$ cat config.mk
export PLATFORM = sky130hd
export DESIGN_NAME = turfio_cin_tx_framer
export DESIGN_NICKNAME = d
export VERILOG_FILES = /design/src/rtl/turfio_pkg.sv /design/src/rtl/turfio_cin_cmd_fifo.sv /design/src/rtl/turfio_cin_tx_framer.sv
export SDC_FILE = /design/constraint.sdc
export NUM_CORES = 1
export LEC_CHECK = 0
export ABC_AREA = 0
export BUFFER_PORTS_ARGS = -buffer_cell sky130_fd_sc_hd__buf_2
export CAP_MARGIN = 10
export CORE_ASPECT_RATIO = 1.4
export CORE_MARGIN = 2
export CORE_UTILIZATION = 35
export CTS_CLUSTER_DIAMETER = 200
export DETAILED_ROUTE_END_ITERATION = 8
export GPL_TIMING_DRIVEN = 0
export PLACE_DENSITY = 0.56
export SLEW_MARGIN = 20
export SYNTH_ARGS = -nofsm -noshare
export SYNTH_HDL_FRONTEND = slang
export SYNTH_HIERARCHICAL = 1
export SYNTH_SLANG_ARGS = --single-unit
$ cat constraint.sdc
create_clock -name aclk_i -period 4.2 [get_ports aclk_i]
set_input_delay 0.42 -clock aclk_i [delete_from_list [all_inputs] [get_ports aclk_i]]
set_output_delay 0.42 -clock aclk_i [all_outputs]
set_load 0.02 [all_outputs]
$ cat src/rtl/turfio_pkg.sv
// Shared definitions for the TURFIO CIN transmit path: link words, framing
// constants and the word-boundary state type.
package turfio_pkg;

  localparam logic [31:0] TRAIN_VALUE_DEF  = 32'hA55A6996;
  localparam logic [31:0] IDLE_VALUE_DEF   = 32'h00000000;
  localparam int          NIBBLES_PER_WORD = 8;
  localparam logic [2:0]  NIB_LAST         = 3'(NIBBLES_PER_WORD - 1);

  typedef enum logic [1:0] {
    IDLE  = 2'd0,
    RUN   = 2'd1,
    TRAIN = 2'd2
  } cin_state_t;

  // Advance the transmit shift register by one nibble, MSB first.
  function automatic logic [31:0] shift_nibble(input logic [31:0] word);
    return {word[27:0], 4'h0};
  endfunction

endpackage

$ cat src/rtl/turfio_cin_cmd_fifo.sv
// First-word-fall-through command FIFO on a small distributed RAM; the ready
// flag is registered from the next-cycle occupancy so it equals !full.
module turfio_cin_cmd_fifo #(
  parameter int ADDR_BITS = 2,
  parameter int WIDTH     = 32
) (
  input  logic             i_clk,
  input  logic             i_rst_n,
  input  logic             i_push,
  input  logic [WIDTH-1:0] i_data,
  input  logic             i_pop,
  output logic [WIDTH-1:0] o_data,
  output logic             o_empty,
  output logic             o_ready
);

  localparam int                   DEPTH    = 1 << ADDR_BITS;
  localparam logic [ADDR_BITS:0]   CNT_FULL = (ADDR_BITS + 1)'(DEPTH);
  localparam logic [ADDR_BITS:0]   CNT_ONE  = (ADDR_BITS + 1)'(1);
  localparam logic [ADDR_BITS-1:0] PTR_ONE  = ADDR_BITS'(1);

  logic [WIDTH-1:0]     r_mem [DEPTH];
  logic [ADDR_BITS-1:0] r_wr_ptr;
  logic [ADDR_BITS-1:0] r_rd_ptr;
  logic [ADDR_BITS:0]   r_count;
  logic                 r_ready;
  logic [ADDR_BITS:0]   w_count_nxt;
  logic                 w_full;
  logic                 w_do_push;
  logic                 w_do_pop;

  // A push into a full FIFO is legal when the same cycle pops a slot free.
  always_comb begin
    w_full      = (r_count == CNT_FULL);
    w_do_pop    = i_pop && (r_count != '0);
    w_do_push   = i_push && (!w_full || w_do_pop);
    w_count_nxt = r_count;
    if (w_do_push && !w_do_pop) begin
      w_count_nxt = r_count + CNT_ONE;
    end else if (!w_do_push && w_do_pop) begin
      w_count_nxt = r_count - CNT_ONE;
    end else begin
      w_count_nxt = r_count;
    end
  end

  // Storage write port.
  always_ff @(posedge i_clk) begin
    if (w_do_push) begin
      r_mem[r_wr_ptr] <= i_data;
    end
  end

  // Pointers, occupancy and registered ready.
  always_ff @(posedge i_clk or negedge i_rst_n) begin
    if (!i_rst_n) begin
      r_wr_ptr <= '0;
      r_rd_ptr <= '0;
      r_count  <= '0;
      r_ready  <= 1'b0;
    end else begin
      if (w_do_push) begin
        r_wr_ptr <= r_wr_ptr + PTR_ONE;
      end
      if (w_do_pop) begin
        r_rd_ptr <= r_rd_ptr + PTR_ONE;
      end
      r_count <= w_count_nxt;
      r_ready <= (w_count_nxt != CNT_FULL);
    end
  end

  assign o_data  = r_mem[r_rd_ptr];
  assign o_empty = (r_count == '0);
  assign o_ready = r_ready;

endmodule

$ cat src/rtl/turfio_cin_tx_framer.sv
// CIN link transmitter: queues 32-bit commands and emits them as MSB-first
// nibbles, interleaving training and idle words under a word-boundary FSM.
module turfio_cin_tx_framer
  import turfio_pkg::*;
#(
  parameter logic [31:0] TRAIN_VALUE    = TRAIN_VALUE_DEF,
  parameter logic [31:0] IDLE_VALUE     = IDLE_VALUE_DEF,
  parameter int          FIFO_ADDR_BITS = 2
) (
  input  logic        aclk_i,
  input  logic        aresetn_i,
  input  logic        ce_i,
  input  logic        sync_i,
  input  logic        train_i,
  input  logic [31:0] cmd_data_i,
  input  logic        cmd_valid_i,
  output logic        cmd_ready_o,
  output logic [3:0]  cin_o,
  output logic        word_start_o,
  output logic        train_active_o,
  output logic        sync_err_o,
  output logic        cmd_sent_o
);

  logic        r_rst_meta;
  logic        r_rst_sync;
  logic        w_rst_n;
  cin_state_t  r_state;
  cin_state_t  w_state_nxt;
  cin_state_t  w_sel_state;
  logic [2:0]  r_nib;
  logic [31:0] r_shift;
  logic [31:0] w_word;
  logic [31:0] w_fifo_data;
  logic        r_sync_pend;
  logic        w_sync_req;
  logic        w_boundary;
  logic        w_pop;
  logic        w_push;
  logic        w_fifo_empty;
  logic        w_fifo_ready;
  logic [3:0]  r_cin;
  logic        r_word_start;
  logic        r_train_active;
  logic        r_sync_err;
  logic        r_cmd_sent;

  // Reset asserts asynchronously but releases two clocks after aresetn_i rises.
  always_ff @(posedge aclk_i or negedge aresetn_i) begin
    if (!aresetn_i) begin
      r_rst_meta <= 1'b0;
      r_rst_sync <= 1'b0;
    end else begin
      r_rst_meta <= 1'b1;
      r_rst_sync <= r_rst_meta;
    end
  end

  assign w_rst_n    = r_rst_sync;
  assign w_push     = cmd_valid_i & w_fifo_ready;
  assign w_sync_req = sync_i | r_sync_pend;
  assign w_boundary = ce_i & ((r_nib == NIB_LAST) | w_sync_req);

  turfio_cin_cmd_fifo #(
    .ADDR_BITS (FIFO_ADDR_BITS),
    .WIDTH     (32)
  ) u_cmd_fifo (
    .i_clk   (aclk_i),
    .i_rst_n (w_rst_n),
    .i_push  (w_push),
    .i_data  (cmd_data_i),
    .i_pop   (w_pop),
    .o_data  (w_fifo_data),
    .o_empty (w_fifo_empty),
    .o_ready (w_fifo_ready)
  );

  // Next word choice; training always wins, and leaving training costs one idle word.
  always_comb begin
    w_sel_state = IDLE;
    w_word      = IDLE_VALUE;
    w_state_nxt = r_state;
    w_pop       = 1'b0;
    if (train_i) begin
      w_sel_state = TRAIN;
    end else if ((r_state != TRAIN) && !w_fifo_empty) begin
      w_sel_state = RUN;
    end else begin
      w_sel_state = IDLE;
    end
    case (w_sel_state)
      TRAIN:   w_word = TRAIN_VALUE;
      RUN:     w_word = w_fifo_data;
      IDLE:    w_word = IDLE_VALUE;
      default: w_word = IDLE_VALUE;
    endcase
    if (w_boundary) begin
      w_state_nxt = w_sel_state;
      w_pop       = (w_sel_state == RUN);
    end else begin
      w_state_nxt = r_state;
      w_pop       = 1'b0;
    end
  end

  // FSM state register.
  always_ff @(posedge aclk_i or negedge w_rst_n) begin
    if (!w_rst_n) begin
      r_state <= IDLE;
    end else begin
      r_state <= w_state_nxt;
    end
  end

  // Framing datapath: nibble counter, shift register and registered outputs.
  always_ff @(posedge aclk_i or negedge w_rst_n) begin
    if (!w_rst_n) begin
      r_nib          <= NIB_LAST;
      r_shift        <= 32'h00000000;
      r_sync_pend    <= 1'b0;
      r_cin          <= 4'h0;
      r_word_start   <= 1'b0;
      r_train_active <= 1'b0;
      r_sync_err     <= 1'b0;
      r_cmd_sent     <= 1'b0;
    end else begin
      r_cmd_sent <= 1'b0;
      if (ce_i) begin
        r_sync_pend <= 1'b0;
        if (w_boundary) begin
          r_nib          <= 3'd0;
          r_shift        <= w_word;
          r_cin          <= w_word[31:28];
          r_word_start   <= 1'b1;
          r_train_active <= (w_sel_state == TRAIN);
          r_cmd_sent     <= (w_sel_state == RUN);
          // A realign that cuts a word short is remembered until reset.
          if (w_sync_req && (r_nib != NIB_LAST)) begin
            r_sync_err <= 1'b1;
          end
        end else begin
          r_nib        <= r_nib + 3'd1;
          r_shift      <= shift_nibble(r_shift);
          r_cin        <= r_shift[27:24];
          r_word_start <= 1'b0;
        end
      end else if (sync_i) begin
        r_sync_pend <= 1'b1;
      end
    end
  end

  assign cmd_ready_o    = w_fifo_ready;
  assign cin_o          = r_cin;
  assign word_start_o   = r_word_start;
  assign train_active_o = r_train_active;
  assign sync_err_o     = r_sync_err;
  assign cmd_sent_o     = r_cmd_sent;

endmodule

; ---- Yosys cells after proc, flatten, opt, wreduce, memory -nomap -nowiden
; Memories as Yosys holds them, arrays and structs flattened.
; Cells that the tools add are included.
[word_totals]
register_bits = 52
latchBits = 0
ramBits = 128
romBits = 0
input_bits = 38
output_inout_bits = 9
wordCells = 63
n_memories = 1
[op_classes]
n_addsub = 5
mul = 0
div = 0
n_lt_le_gt_ge = 0
n_eq_ne = 7
shifts = 0
muxes = 15
n_bitwise = 4
n_reduce_logical = 16
[memory_table]
columns = name, words, word_bits, read_ports, rd_clocked_by_memory_dff, write_ports, line_no
row1 = u_cmd_fifo.r_mem, 4, 32, 1, 0, 1, turfio_cin_cmd_fifo.sv:22  ; logic [WIDTH-1:0] r_mem [DEPTH];
[ops]
columns = cell, n
row1 = $pmux W32 S2, 1
row2 = $mux W28, 1
row3 = $mux W3, 3
row4 = $mux W1, 8
row5 = $add A3 B1 Y3 const B, 2
row6 = $eq A3 B3 Y1 const B, 2
row7 = $logic_and A1 B1 Y1, 6
row8 = $ne A3 B3 Y1 const B, 2
row9 = $add A2 B1 Y2 const B, 2
row10 = $logic_not A1 Y1, 4
row11 = $mux W4, 1
row12 = $logic_not A3 Y1, 1
row13 = $reduce_and A3 Y1, 1
row14 = $reduce_bool A3 Y1, 1
row15 = $sub A3 B1 Y3 const B, 1
row16 = $and A1 B1 Y1, 2
row17 = $eq A2 B1 Y1 const B, 1
row18 = $eq A2 B2 Y1 const B, 1
row19 = $mux W2, 1
row20 = $ne A2 B2 Y1 const B, 1
row21 = $or A1 B1 Y1, 2
row22 = $reduce_and A2 Y1, 1
row23 = $reduce_bool A2 Y1, 1
row24 = $logic_or A1 B1 Y1, 1

; ---- Depth between registers and ports, before layout
[depth]
ltp_word = 15
depth_mapped = 11
ltp_nobuf = 8

; ---- Cells and area by module
; The synthesis kept the hierarchy.
[by_module_without_submodules]
columns = module, instances, cells_each, area_per_inst_um2, seq_area_each_um2
row1 = turfio_cin_cmd_fifo, 1, 230, 5220.0, 4043.9
row2 = turfio_cin_tx_framer, 1, 163, 1951.9, 1104.8

; ---- Worst setup path after synthesis
; Ideal clock, no wire load.
[synth_path]
path_type = register -> register
start = register u_cmd_fifo.r_count[0]
end = memory u_cmd_fifo.r_mem[0][0], enable pin
setup_time_ns = 0.392
t_arrival_ns = 2.952
t_required_ns = 3.808
path_slack_ns = 0.856
stages_incl_launch_ff = 11
path_buffers = 3
synth_period_minus_slack_ns = 3.344
path_cell_list = dfrtp_1 inv_1 ha_1 buf_6 nand2b_1 inv_1 nor4b_4 buf_4 buf_2 o21a_1 and2_1
[synth_via]
elab_chain_len = 12
elab_cells_between_ends = 15
classes_between = 2 x eq/ne / 5 x mux / 8 x reduce/logical
[synth_rtl]
columns = element, line_no
row1 = from (decl), turfio_cin_cmd_fifo.sv:25  ; logic [ADDR_BITS:0] r_count;
row2 = from (signal assigned), turfio_cin_cmd_fifo.sv:68  ; r_count <= w_count_nxt;
row3 = $logic_not A3 Y1, turfio_cin_cmd_fifo.sv:74  ; assign o_empty = (r_count == '0);
row4 = named net w_fifo_empty, turfio_cin_tx_framer.sv:40  ; logic w_fifo_empty;
row5 = $logic_not A1 Y1, turfio_cin_tx_framer.sv:86  ; end else if ((r_state != TRAIN) && !w_fifo_empty) begin
row6 = $logic_and A1 B1 Y1, turfio_cin_tx_framer.sv:86
row7 = $mux W1, turfio_cin_tx_framer.sv:86
row8 = $mux W2, turfio_cin_tx_framer.sv:84  ; if (train_i) begin
row9 = $eq A2 B1 Y1, turfio_cin_tx_framer.sv:99  ; w_pop = (w_sel_state == RUN);
row10 = $mux W1, turfio_cin_tx_framer.sv:97  ; if (w_boundary) begin
row11 = named net w_pop, turfio_cin_tx_framer.sv:38  ; logic w_pop;
row12 = $logic_and A1 B1 Y1, turfio_cin_cmd_fifo.sv:35  ; w_do_pop = i_pop && (r_count != '0);
row13 = $logic_or A1 B1 Y1, turfio_cin_cmd_fifo.sv:36  ; w_do_push = i_push && (!w_full || w_do_pop);
row14 = $logic_and A1 B1 Y1, turfio_cin_cmd_fifo.sv:36
row15 = $mux W1, turfio_cin_cmd_fifo.sv:49  ; if (w_do_push) begin
row16 = $mux W1 (implied by the code), turfio_cin_cmd_fifo.sv:50  ; r_mem[r_wr_ptr] <= i_data;
row17 = to (decl), turfio_cin_cmd_fifo.sv:22
; The timed path passes the listed nets, and every way through them passes these cells.

; ---- Worst setup path in the final report
[layout_path]
start = register u_cmd_fifo.r_count[1]
end = memory u_cmd_fifo.r_mem[3][9], enable pin
; Same word-level chain as after synthesis.

==> results by stage <==
Floorplan:
- The die covers 21670 µm².
- The core region is 20320 µm².
- 47 I/O pins were placed.
- The row count is 62.
- The horizontal extent of the die is 125.0 µm.
- From bottom edge to top edge, the die measures 173.4 µm.
- For this configuration, the core starts out at a cell density of 0.3529.

Setup path:
- For the worst flop-to-flop path, the logic depth is 11.
- The cell at the slowest stage of the critical path is nor4b_4.
- The critical path goes through inv_1 -> ha_1 -> buf_6 -> nand2b_1 -> inv_1 -> nor4b_4 -> buf_4 -> buf_2 -> o21a_1 -> and2_2 -> buf_12.
- The reg-to-reg setup timing slack is 0.66 ns.
- The critical path endpoint is u_cmd_fifo/r_mem[3][9].
- The startpoint of the most critical setup path is u_cmd_fifo/r_count[1].
- The kind of cell with the highest combined delay along the critical path is buffers and inverters.
- STA classifies the critical path startpoint as a register.
- For this run, the slowest stage of the critical path takes 0.56 ns.
- STA classifies the critical path endpoint as a register.
- The critical path runs through a total of 11 cells.
- The worst register-to-register path ends at u_cmd_fifo/r_mem[3][9].
- The critical-path maximum fanout is 26.
- The data required time at the worst endpoint is 4.31 ns.
- The data arrival time of the critical path is 3.65 ns.
- The cell that appears most often on the critical path is inv_1.
- The launch point of the worst reg-to-reg path is u_cmd_fifo/r_count[1].
- The count of buffering cells on the critical path with inverters included is 6.
- The worst setup path is of the register to register kind.

GRT:
- The initial antenna violation count is 0.
- The via count of the first global-routing pass is 4065.
- Across every metal layer, demand over resource in global routing totals 0.1351.
- The largest net degree at the start of global routing is 34.
- The leftover overflow at the end of global routing is 0.
- The wire length of the first global-routing pass is 22230 µm.

Logic synthesis:
- The number of synthesized register bits is 180.
- For this run, the register share of the synthesized area comes to 0.7179.
- Of the post-synthesis cell area, the dominant cell type holds 0.5359.
- After synthesis, the mean cell area works out to 18.25 µm².
- Summing every instance area after synthesis gives 7172 µm².
- During synthesis, Yosys emitted a total of 6 warnings.
- Counting flops with a built-in enable in the synthesized netlist gives 128.
- Yosys mapped the design onto 47 distinct sky130hd cell types.
- The share of flip-flops with an asynchronous set or reset after synthesis is 0.2889.
- edfxtp_1 takes more of the synthesized area than any other cell.
- Synthesis handed over a netlist of 393 instances.
- The net count of the mapped netlist is 440.
- By area the synthesized netlist is led by edfxtp_1, dfrtp_1, mux4_2.
- In the synthesized netlist the dominant register cell turns out to be edfxtp_1.

Clocking:
- The number of clock sinks seen by CTS is 180.
- The H-tree was split into 4 levels.
- TritonCTS created 17 clock buffers.
- After clock tree synthesis, the setup repair step added 0 buffers.
- The clock reaches the later pin of the worst-skew pair after 0.42 ns.
- Clock-pin slew was measured on the worst setup and hold paths at 0.06 ns.
- Clock tree synthesis selected as its root buffer the cell clkbuf_16.
- The count of cells resized by post-cts repair is 0.
- The CTS tree is done.
- The number of hold buffers added after CTS is 1.
- The buffer levels on the longest clock path is 2.

Place:
- Once placement finished, the instance area stood at 7829 µm².
- The detailed placement HPWL is 9519 µm.
- Buffers placed on the I/O ports in this run total 46.
- The routability-driven placement congestion ratio is 0.7935.

Timing:
- Setup violations remaining at the end of the flow were counted as 0.
- The final max-slew violation count is 0.
- The highest clock frequency the design can meet is 282.4 MHz.
- Setup repair after global routing left no endpoint under its margin.
- The transition time at the pin with the least slew margin is 0.5898 ns.
- The worst pin sits at a relative slew slack of 0.6068.
- The number of endpoints with negative hold slack in the final report is 0.
- Across the routed clock network, the largest skew measured is 0.009045 ns.
- In the finished design, the share of the clock period the worst path needs comes to 0.8432.
- The minimum clock period after layout is 3.541 ns.

Power and ir drop:
- The total design power is 5.512 mW.
- The share of total power in combinational logic is 0.253.
- For this design the ratio of total power to cell area is 651.5 nW/µm².
- The internal power is 3.995 mW.
- The net load switching power is 1.516 mW.
- Of the total power, the share spent switching nets is 0.2751.
- The leakage power is 3.066 nW.
- The share of total power dissipated in sequential elements is 0.444.
- Of the total power, the clock network draws 0.303.
- IR analysis of the VDD net gives a maximum drop of 0.2626 mV.

Job:
- Max-cap violations in this run came to 0.

Worst hold path:
- The class of the tightest hold or removal check is primary input to register.

Detailed routing:
- The via total after detailed routing is 3748.
- The post-detailed-route via-to-cell ratio is 5.113.
- The final routed wirelength across all metal layers is 14160 µm.
- The first routing iteration left 224 violations.
- The length of the first detailed-routing pass in iterations is 6.
- The average wire length per cell after detail routing is 19.32 µm.
- The remaining antenna violation count after routing is 0.
- For this run, design rule violations remaining after detail routing come to 0.

Layout:
- The fraction of layout cells with a size suffix above 1 is 0.3040.
- The final net count is 511.
- The number of antenna repair diodes is 0.
- The area growth from synthesis to layout is 17.95%.
- The layout has 1855 filler cells.
- The cell area after layout is 8459 µm².

Status:
- The run finished with clean final reports.
==> logic make-up after synthesis <==
kind of cell             after synthesis  synth area share
multiplexers                          38            0.1096
XOR/XNOR                               4          0.004884
AND/OR/NAND/NOR                       62           0.05199
adder cells (fa/ha/maj)                9           0.01570
other                                  1         0.0005229
AO/OA/AOI/OAI                         64           0.07362
buffers and inverters                 35           0.02582
flip-flops                           180            0.7179
==> worst min path at each step <==
| stage | cells past startpoint | startpoint | to |
|---|---|---|---|
| finish | 1 | cmd_data_i[16] | u_cmd_fifo/r_mem[2][16] |
| global route | 1 | cmd_data_i[18] | u_cmd_fifo/r_mem[0][18] |
| CTS | 1 | cmd_data_i[29] | u_cmd_fifo/r_mem[3][29] |
| detailed placement | 1 | aresetn_i | r_rst_meta |
| global placement | 1 | aresetn_i | r_rst_meta |
| floorplan | 0 | aresetn_i | r_rst_meta |
==> layer usage <==
| layer | vias up | GRT usage | wire, µm |
|---|---|---|---|
| met1 | 1946 | 0.1664 | 5967 |
| met2 | 75 | 0.2308 | 7484 |
| met4 | 0 | 0.05556 | 295 |
| met5 | - | 0 | 0 |
| li1 | 1711 | - | - |
| met3 | 16 | 0.02932 | 412 |
==> stage by stage <==
step	util	setup WS, ns	cells	setup TNS, ns	hold slack, ns
after global placement	0.3800	-0.1665	695	-20.25	0.2091
after global routing	0.4162	0.4440	733	0	0.1994
after CTS	0.4162	0.6682	733	0	0.1918
final	0.4162	0.6586	733	0	0.2122
after floorplan	-	0.8562	393	0	0.1244
after detailed placement	0.3852	0.6792	700	0	0.2082
==> power groups by stage <==
stage          logic [mW]  registers (mW)  clock network, mW
2_1_floorplan       0.969            2.46                  0
3_3_place_gp         1.33            2.49                  0
3_5_place_dp         1.43            2.48                  0
4_1_cts              1.43            2.45               1.70
5_1_grt              1.51            2.48               1.76
6_report             1.40            2.45               1.67
==> cell usage in the layout (no fill, tap or decap), types with 4 or more instances in the layout <==
cell         n
clkinv_1     4
buf_12       5
buf_2       59
a311oi_1    14
inv_1        9
edfxtp_1   128
dfrtp_1     48
o21ai_0      4
and2b_1      4
clkbuf_1     8
bufinv_16    5
xnor2_1      4
buf_4        4
o22ai_1     14
nor2b_1     13
nor2_1      20
a221o_1     15
and2_2       4
ha_1         9
mux4_2      32
clkbuf_16   17
a22o_1       4
mux2_2       4
==> layout make-up <==
type                       instances  area (µm²)  area share
inverter                           9       33.78    0.003993
buffer                            26       151.4     0.01790
multi-input combinational        178        1843      0.2179
clock buffer                      19       432.9     0.05118
sequential                       180        5150      0.6088
clock inverter                    13       187.7     0.02219
tap                              256       320.3     0.03786
timing repair buffer              52       340.3     0.04023
==> state kept, by name (all words and copies together) (netlist names), 2 cells and up <==
| name | flops |
|---|---|
| u_cmd_fifo/r_rd_ptr | 2 |
| u_cmd_fifo/r_count | 3 |
| u_cmd_fifo/r_wr_ptr | 2 |
| r_shift | 28 |
| u_cmd_fifo/r_mem | 128 |
| cin_o | 4 |
| r_state | 2 |
| r_nib | 3 |
==> Yosys cell counts (2+ instances only) <==
library cell,count
nand2b_1,3
xnor2_1,4
nor2_1,20
and2b_1,4
a311oi_1,14
nand3_1,2
a221o_1,15
ha_1,9
mux2i_1,2
and2_1,6
nand2_1,3
and3b_1,2
inv_1,9
buf_6,3
o22ai_1,14
mux4_2,32
o21a_1,2
a22o_1,4
o21ai_0,4
buf_2,13
dfrtp_1,49
buf_4,4
nor2b_1,13
dfstp_2,3
a31oi_1,2
clkbuf_1,6
mux2_2,4
edfxtp_1,128
No activity file was read; power rests on OpenSTA's default activity.
